### config.mk
export PLATFORM = sky130hd
export DESIGN_NAME = fifo_burst_reader
export DESIGN_NICKNAME = d
export VERILOG_FILES = /design/src/rtl/fifo_burst_reader.sv
export SDC_FILE = /design/constraint.sdc
export NUM_CORES = 1
export LEC_CHECK = 0
export BUFFER_PORTS_ARGS = -buffer_cell sky130_fd_sc_hd__buf_2
export CAP_MARGIN = 20
export CORE_UTILIZATION = 60
export CTS_CLUSTER_DIAMETER = 30
export CTS_CLUSTER_SIZE = 25
export DETAILED_ROUTE_END_ITERATION = 8
export MAX_ROUTING_LAYER = met4
export PLACE_DENSITY = 0.81
export SYNTH_ARGS = -nofsm -noshare
export SYNTH_HDL_FRONTEND = slang
export SYNTH_SLANG_ARGS = --single-unit
### constraint.sdc
create_clock -name clk -period 5.7 [get_ports clk]
set_input_delay 0.57 -clock clk [delete_from_list [all_inputs] [get_ports clk]]
set_output_delay 0.57 -clock clk [all_outputs]
set_load 0.005 [all_outputs]
### src/rtl/fifo_burst_reader.sv
// rtl/fifo_burst_reader.sv - drains a sync FIFO into fixed-length valid/ready bursts (optional BURST_GAP_EN)
`timescale 1ns/1ps
module fifo_burst_reader #(
    parameter int DATA_WIDTH = 8,
    parameter int BURST_LEN  = 4
`ifdef BURST_GAP_EN
    ,
    parameter int GAP_CYCLES = 2
`endif
) (
    input  logic                  clk,
    input  logic                  rst_n,
    input  logic                  fifo_empty,
    input  logic [DATA_WIDTH-1:0] fifo_rd_data,
    output logic                  fifo_rd_en,
    output logic                  m_valid,
    input  logic                  m_ready,
    output logic [DATA_WIDTH-1:0] m_data,
    output logic                  m_last,
    output logic                  busy
);

    localparam int CW = $clog2(BURST_LEN + 1);
    localparam logic [CW-1:0] LEN_C  = CW'(BURST_LEN);
    localparam logic [CW-1:0] LAST_C = CW'(BURST_LEN - 1);

    localparam logic [1:0] ST_IDLE  = 2'd0;
    localparam logic [1:0] ST_BURST = 2'd1;
`ifdef BURST_GAP_EN
    localparam logic [1:0] ST_GAP   = 2'd2;
    localparam int GW = $clog2(GAP_CYCLES + 1);
    localparam logic [GW-1:0] GAP_LAST = GW'(GAP_CYCLES - 1);
    logic [GW-1:0]         r_gap_cnt;
`endif

    logic [1:0]            r_state;
    logic [DATA_WIDTH-1:0] r_buf [3];
    logic [1:0]            r_head;
    logic [1:0]            r_tail;
    logic [1:0]            r_occ;
    logic                  r_inflight;
    logic [CW-1:0]         r_req_cnt;
    logic [CW-1:0]         r_sent_cnt;

    logic [2:0]            w_pending;
    logic                  w_hs;
    logic                  w_done;

    function automatic logic [1:0] f_inc(input logic [1:0] p);
        return (p == 2'd2) ? 2'd0 : p + 2'd1;
    endfunction

    // Read gating uses only registered occupancy, so m_ready never reaches fifo_rd_en.
    assign w_pending  = {1'b0, r_occ} + {2'b00, r_inflight};
    assign fifo_rd_en = (r_state == ST_BURST) && !fifo_empty
                        && (r_req_cnt < LEN_C) && (w_pending < 3'd3);
    assign m_valid    = (r_occ != 2'd0);
    assign m_data     = r_buf[r_head];
    assign m_last     = m_valid && (r_sent_cnt == LAST_C);
    assign busy       = (r_state != ST_IDLE);
    assign w_hs       = m_valid && m_ready;
    assign w_done     = w_hs && m_last;

    always_ff @(posedge clk or negedge rst_n) begin
        if (!rst_n) begin
            for (int i = 0; i < 3; i++) r_buf[i] <= '0;
            r_head     <= 2'd0;
            r_tail     <= 2'd0;
            r_occ      <= 2'd0;
            r_inflight <= 1'b0;
        end else begin
            r_inflight <= fifo_rd_en;
            if (r_inflight) begin
                r_buf[r_tail] <= fifo_rd_data;
                r_tail        <= f_inc(r_tail);
            end
            if (w_hs) r_head <= f_inc(r_head);
            case ({r_inflight, w_hs})
                2'b10:   r_occ <= r_occ + 2'd1;
                2'b01:   r_occ <= r_occ - 2'd1;
                default: r_occ <= r_occ;
            endcase
        end
    end

    always_ff @(posedge clk or negedge rst_n) begin
        if (!rst_n) begin
            r_state    <= ST_IDLE;
            r_req_cnt  <= '0;
            r_sent_cnt <= '0;
`ifdef BURST_GAP_EN
            r_gap_cnt  <= '0;
`endif
        end else begin
            case (r_state)
                ST_IDLE: begin
                    r_req_cnt  <= '0;
                    r_sent_cnt <= '0;
                    if (!fifo_empty) r_state <= ST_BURST;
                end
                ST_BURST: begin
                    if (fifo_rd_en) r_req_cnt  <= r_req_cnt + 1'b1;
                    if (w_hs)       r_sent_cnt <= r_sent_cnt + 1'b1;
                    if (w_done) begin
                        r_req_cnt  <= '0;
                        r_sent_cnt <= '0;
`ifdef BURST_GAP_EN
                        r_gap_cnt  <= '0;
                        r_state    <= ST_GAP;
`else
                        r_state    <= ST_IDLE;
`endif
                    end
                end
`ifdef BURST_GAP_EN
                ST_GAP: begin
                    if (r_gap_cnt == GAP_LAST) r_state <= ST_IDLE;
                    else                       r_gap_cnt <= r_gap_cnt + 1'b1;
                end
`endif
                default: r_state <= ST_IDLE;
            endcase
        end
    end

endmodule

# --- After elaboration in Yosys (flattened, before gate mapping) ---
# Cells that the tools add are included.
totals:
  reg_bits: 39
  inputBits: 12
  word_cells: 68
op_classes:
  addsub: 7
  magnitude_cmp: 5
  n_eq_ne: 10
  mux: 18
  bitwise: 2
  n_reduce_logical: 16
op_table:
  columns: ["operator", "count"]
  rows:
  - ["$bwmux W24", 1]
  - ["$mux W8", 3]
  - ["$bmux W8 S2", 1]
  - ["$demux W8 S2", 1]
  - ["$mux W3", 4]
  - ["$pmux W3 S2", 2]
  - ["$mux W2", 4]
  - ["$pmux W2 S2", 2]
  - ["$reduce_bool A2 Y1", 4]
  - ["$logic_and A1 B1 Y1", 7]
  - ["$add A2 B1 Y2 const B", 3]
  - ["$add A3 B1 Y3 const B", 2]
  - ["$eq A2 B2 Y1 const B", 3]
  - ["$ge A3 B3 Y1 const B", 2]
  - ["$ne A3 B3 Y1 const B", 2]
  - ["$not A2 Y3", 2]
  - ["$reduce_and A2 Y1", 3]
  - ["$eq A2 B1 Y1 const B", 2]
  - ["$ne A2 B2 Y1 const B", 2]
  - ["$add A2 B1 Y3", 1]
  - ["$eq A3 B2 Y1 const B", 1]
  - ["$lt A3 B1 Y1 const B", 1]
  - ["$lt A3 B2 Y1 const B", 1]
  - ["$lt A3 B3 Y1 const B", 1]
  - ["other kinds (3)", 3]

# --- Logic depth before layout (Yosys ltp) ---
depth:
  word_depth: 7
  mapped_depth: 6
  mapped_depth_nobuf: 6

# --- Least setup slack after synthesis ---
# OpenSTA, ideal clock, no wires.
synth_timing:
  path_kind: "reg-to-output"
  startpoint: "register r_occ[0]"
  endpoint: "output port fifo_rd_en"
  t_arrival_ps: 1507
  t_required_ps: 5130
  setup_slack_ps: 3623
  path_stages_with_launch: 5
  cell_sequence: "dfrtp_1 > ha_1 > ha_1 > or4b_4 > nor2_1"
synth_between:
  elab_chain_cells: 3
synth_lines:
  columns: ["item", "line_no", "rtl"]
  rows:
  - ["start: declaration", "40", "logic [1:0] r_occ;"]
  - ["start signal: assignment", "79", "2'b10: r_occ <= r_occ + 2'd1;"]
  - ["start signal: assignment", "80", "2'b01: r_occ <= r_occ - 2'd1;"]
  - ["start signal: assignment", "81", "default: r_occ <= r_occ;"]
  - ["$add A2 B1 Y3", "54", "assign w_pending = {1'b0, r_occ} + {2'b00, r_inflight};"]
  - ["$lt A3 B2 Y1", "56", "&& (r_req_cnt < LEN_C) && (w_pending < 3'd3);"]
  - ["$logic_and A1 B1 Y1", "56", null]
  - ["end: declaration", "15", "output logic fifo_rd_en,"]
# Every way passes these cells.

# --- Worst setup path in the final report ---
# Same ends and word-level chain as after synthesis.

==> qor.yml <==
logic_synthesis:
  synth_area_per_cell_um2: 12.5
  ys_ff_latch: 38
  synth_top_cell_by_area: "dfrtp_1"
  synthTopCellsByArea: "dfrtp_1 (54%), mux2_2 (11%), mux2_1 (5.1%), mux2i_1 (4.5%), ha_1 (4.3%)"
  syn_nets: 159
  synth_top_area_share_pct: 54.0
  synthCells: 141
  yosysSeqAreaShare_pct: 54.0
  yosysWarnings: 0
  syn_area_mm2: 0.00176
  synth_cell_types: 34
timing:
  report.final.slew_viol_count: 0
  slew-limit-headroom_pct: 45.2
  period_share_pct: 45.8
  fmax_mhz: 383
  worst_pin_slew_ns: 0.822
  fin_skew_ns: 0.0107
  hold_violations: 0
  timing.final.crit_period_ns: 2.61
  finalSetupTns_ns: 0
  rsz0062_at_grt: "no"
  layout_setup_ws_ns: 3.09
  setup_violations: 0
clock_network:
  htreeDepth: 2
  cts_buffers: 5
  cts_tree: "yes"
  clkLatencyLatePin_ns: 0.34
  hold_buffers: 0
  post-cts-setup-buffers: 0
  cts_root_buf: "clkbuf_4"
  numClockSinks: 38
  clkSlewWorstSetupHoldPaths_ns: 0.11
  cts_buffer_depth: 2
  ctsResizeCount: 0
power:
  vdd_drop_max_v: 0.000427
  p_seq_share_pct: 46.5
  finalPower_w: 0.00109
  pwr-share-clk_pct: 13.2
  power_frac_comb_pct: 40.3
  p_sw_w: 0.000385
  swShare_pct: 35.2
  p_leak_nw: 0.905
  p_per_area_mw_per_mm2: 556
  p_int_w: 0.000706
floorplanning:
  die_h_um: 56.2
  coreArea_mm2: 0.00276
  dieArea_mm2: 0.00316
  num_rows: 19
  io_pins: 24
  die_width_um: 56.2
  initial_core_util_pct: 63.9
layout:
  fin_util_pct: 71.2
  diodes: 0
  drive_above_1_share_pct: 33.9
  area_growth_pct: 11.4
  fillers: 202
  fin_nets: 185
routing:
  avgRoutedWirePerCell_um: 14.9
  viasPerCell: 5.70
  drc: 0
  dr.pass1.iters: 4
  ant_nets: 0
  first_iter_violations: 18
  finalWirelength_mm: 2.97
  num_vias: 1135
run_status:
  status: "completed"
worst_setup_path:
  cp_data_required_time_ns: 5.13
  critPathKind: "flip-flop to output port"
  crit_arrival_ns: 2.04
  start_kind: "flip-flop"
  cp_max_fo: 6
  cp-end-kind: "output port"
grt:
  overflow: 0
  grt_pass1_vias: 1198
  antenna_found_initial: 0
  grt_pass1_wl_mm: 5.13
  grt_use_total_pct: 22.3
  grt_max_degree: 39
place:
  numPortBuffers: 23
  hpwlAfterDp_mm: 2.06
  gp_congestion: 0.719
  dpl_worst_slack_ns: 3.44
job:
  cap_viol_max_count: 0
hold_path:
  hold_class: "input pin to asynchronous set/reset pin"
==> metrics by stage <==
| stage | hold slack, ns | instances | area (um^2) |
|---|---|---|---|
| floorplan | 0.274 | 141 | 1760 |
| global placement | 0.474 | 191 | 1900 |
| detailed placement | 0.481 | 191 | 1900 |
| CTS | 0.330 | 199 | 1960 |
| global route | 0.366 | 199 | 1960 |
| finish | 0.319 | 199 | 1960 |
==> power by group through the flow <==
stage / sequential (W) / clock [W] / combinational (W)
final: 0.000507 / 0.000144 / 0.000440
after global routing: 0.000526 / 0.000160 / 0.000500
after CTS: 0.000506 / 0.000149 / 0.000448
after detailed placement: 0.000511 / 0 / 0.000445
after global placement: 0.000502 / 0 / 0.000425
after floorplan: 0.000468 / 0 / 0.000345
==> area by class of cell <==
class                   count  area, um^2  share of cell area, %
clock buffers               6        51.3                   2.61
clock inverters             2        12.5                  0.637
inverters                   4        15.0                  0.765
multi-input cells          95         779                   39.7
flip-flops and latches     38         951                   48.4
well taps                  31        38.8                   1.98
repair buffers             23         115                   5.86
==> worst max-delay path, cell delays in order, from the launching register on <==
cell     delay (ns)
dfrtp_1        0.46
ha_1           0.23
ha_1           0.19
or4b_4         0.56
nor2_1         0.14
buf_2          0.13
==> synthesized netlist by cell type (all sizes together) <==
master / instances
a21bo: 1
and2: 1
xnor2: 2
or2: 1
nor2b: 1
mux2i: 8
or4b: 1
or3: 4
inv: 4
a21oi: 2
o21a: 1
and2b: 1
mux2: 25
buf: 2
xor2: 1
o21ai: 12
a21o: 2
nor3: 2
a31oi: 2
or3b: 1
ha: 6
nand3: 2
nor4b: 1
a21boi: 3
nand2: 12
clkbuf: 2
dfrtp: 38
nor2: 3
==> registers in the layout, indices dropped and copies added, names as in the netlist <==
name	cells
r_sent_cnt	3
r_state	1
r_occ	2
r_req_cnt	3
r_inflight	1
r_tail	2
r_buf	24
r_head	2
==> path summary, 6_finish.rpt <==
kind / endpoint / startpoint / slack, ns / depth (start not counted)
max: fifo_rd_en / r_occ[0] / 3.09 / 5
min: r_buf[5] / rst_n / 0.32 / 1
max reg2reg: r_req_cnt[0] / r_occ[0] / 3.66 / 5
min reg2reg: r_buf[2] / r_buf[2] / 0.50 / 1
max in group asynchronous: r_buf[13] / rst_n / 4.87 / 1
min in group clk: r_state[0] / m_ready / 0.43 / 2
==> kinds of logic after synthesis <==
group	Yosys count	synth area share, %
DFF	38	54.0
muxes	33	20.5
and+or+nand+nor	30	9.73
AOI/OAI and AO/OA	23	8.24
buffers and inverters	8	1.78
adders and majority gates	6	4.26
xor gates and xnor gates	3	1.49
==> cells in the final DEF, fill, tap and decap left out, drive strengths merged <==
| cell | n |
|---|---|
| dfrtp | 38 |
| mux2 | 25 |
| buf | 23 |
| nand2 | 12 |
| o21ai | 12 |
| mux2i | 8 |
| ha | 6 |
| clkbuf | 6 |
| or3 | 4 |
| inv | 4 |
| nor2 | 3 |
| a21boi | 3 |
| nand3 | 2 |
| a21oi | 2 |
| xnor2 | 2 |
| a31oi | 2 |
| a21o | 2 |
| nor3 | 2 |
| or4b | 1 |
| and2 | 1 |
| o21a | 1 |
| nor2b | 1 |
| or2 | 1 |
| nor4b | 1 |
| a21bo | 1 |
| xor2 | 1 |
| or3b | 1 |
| and2b | 1 |
| clkinvlp | 1 |
| clkinv | 1 |
==> layer usage <==
metal | track usage [%] | vias to the layer above | wire, um | share of wire (%)
li1 | - | 556 | - | -
met5 | - | - | 0 | 0
met2 | 35.9 | 21 | 1460 | 49
met1 | 27.6 | 551 | 1370 | 46
met3 | 4.88 | 7 | 88 | 3.0
met4 | 9.06 | 0 | 51 | 1.7
(Power assumes the default switching activity.)
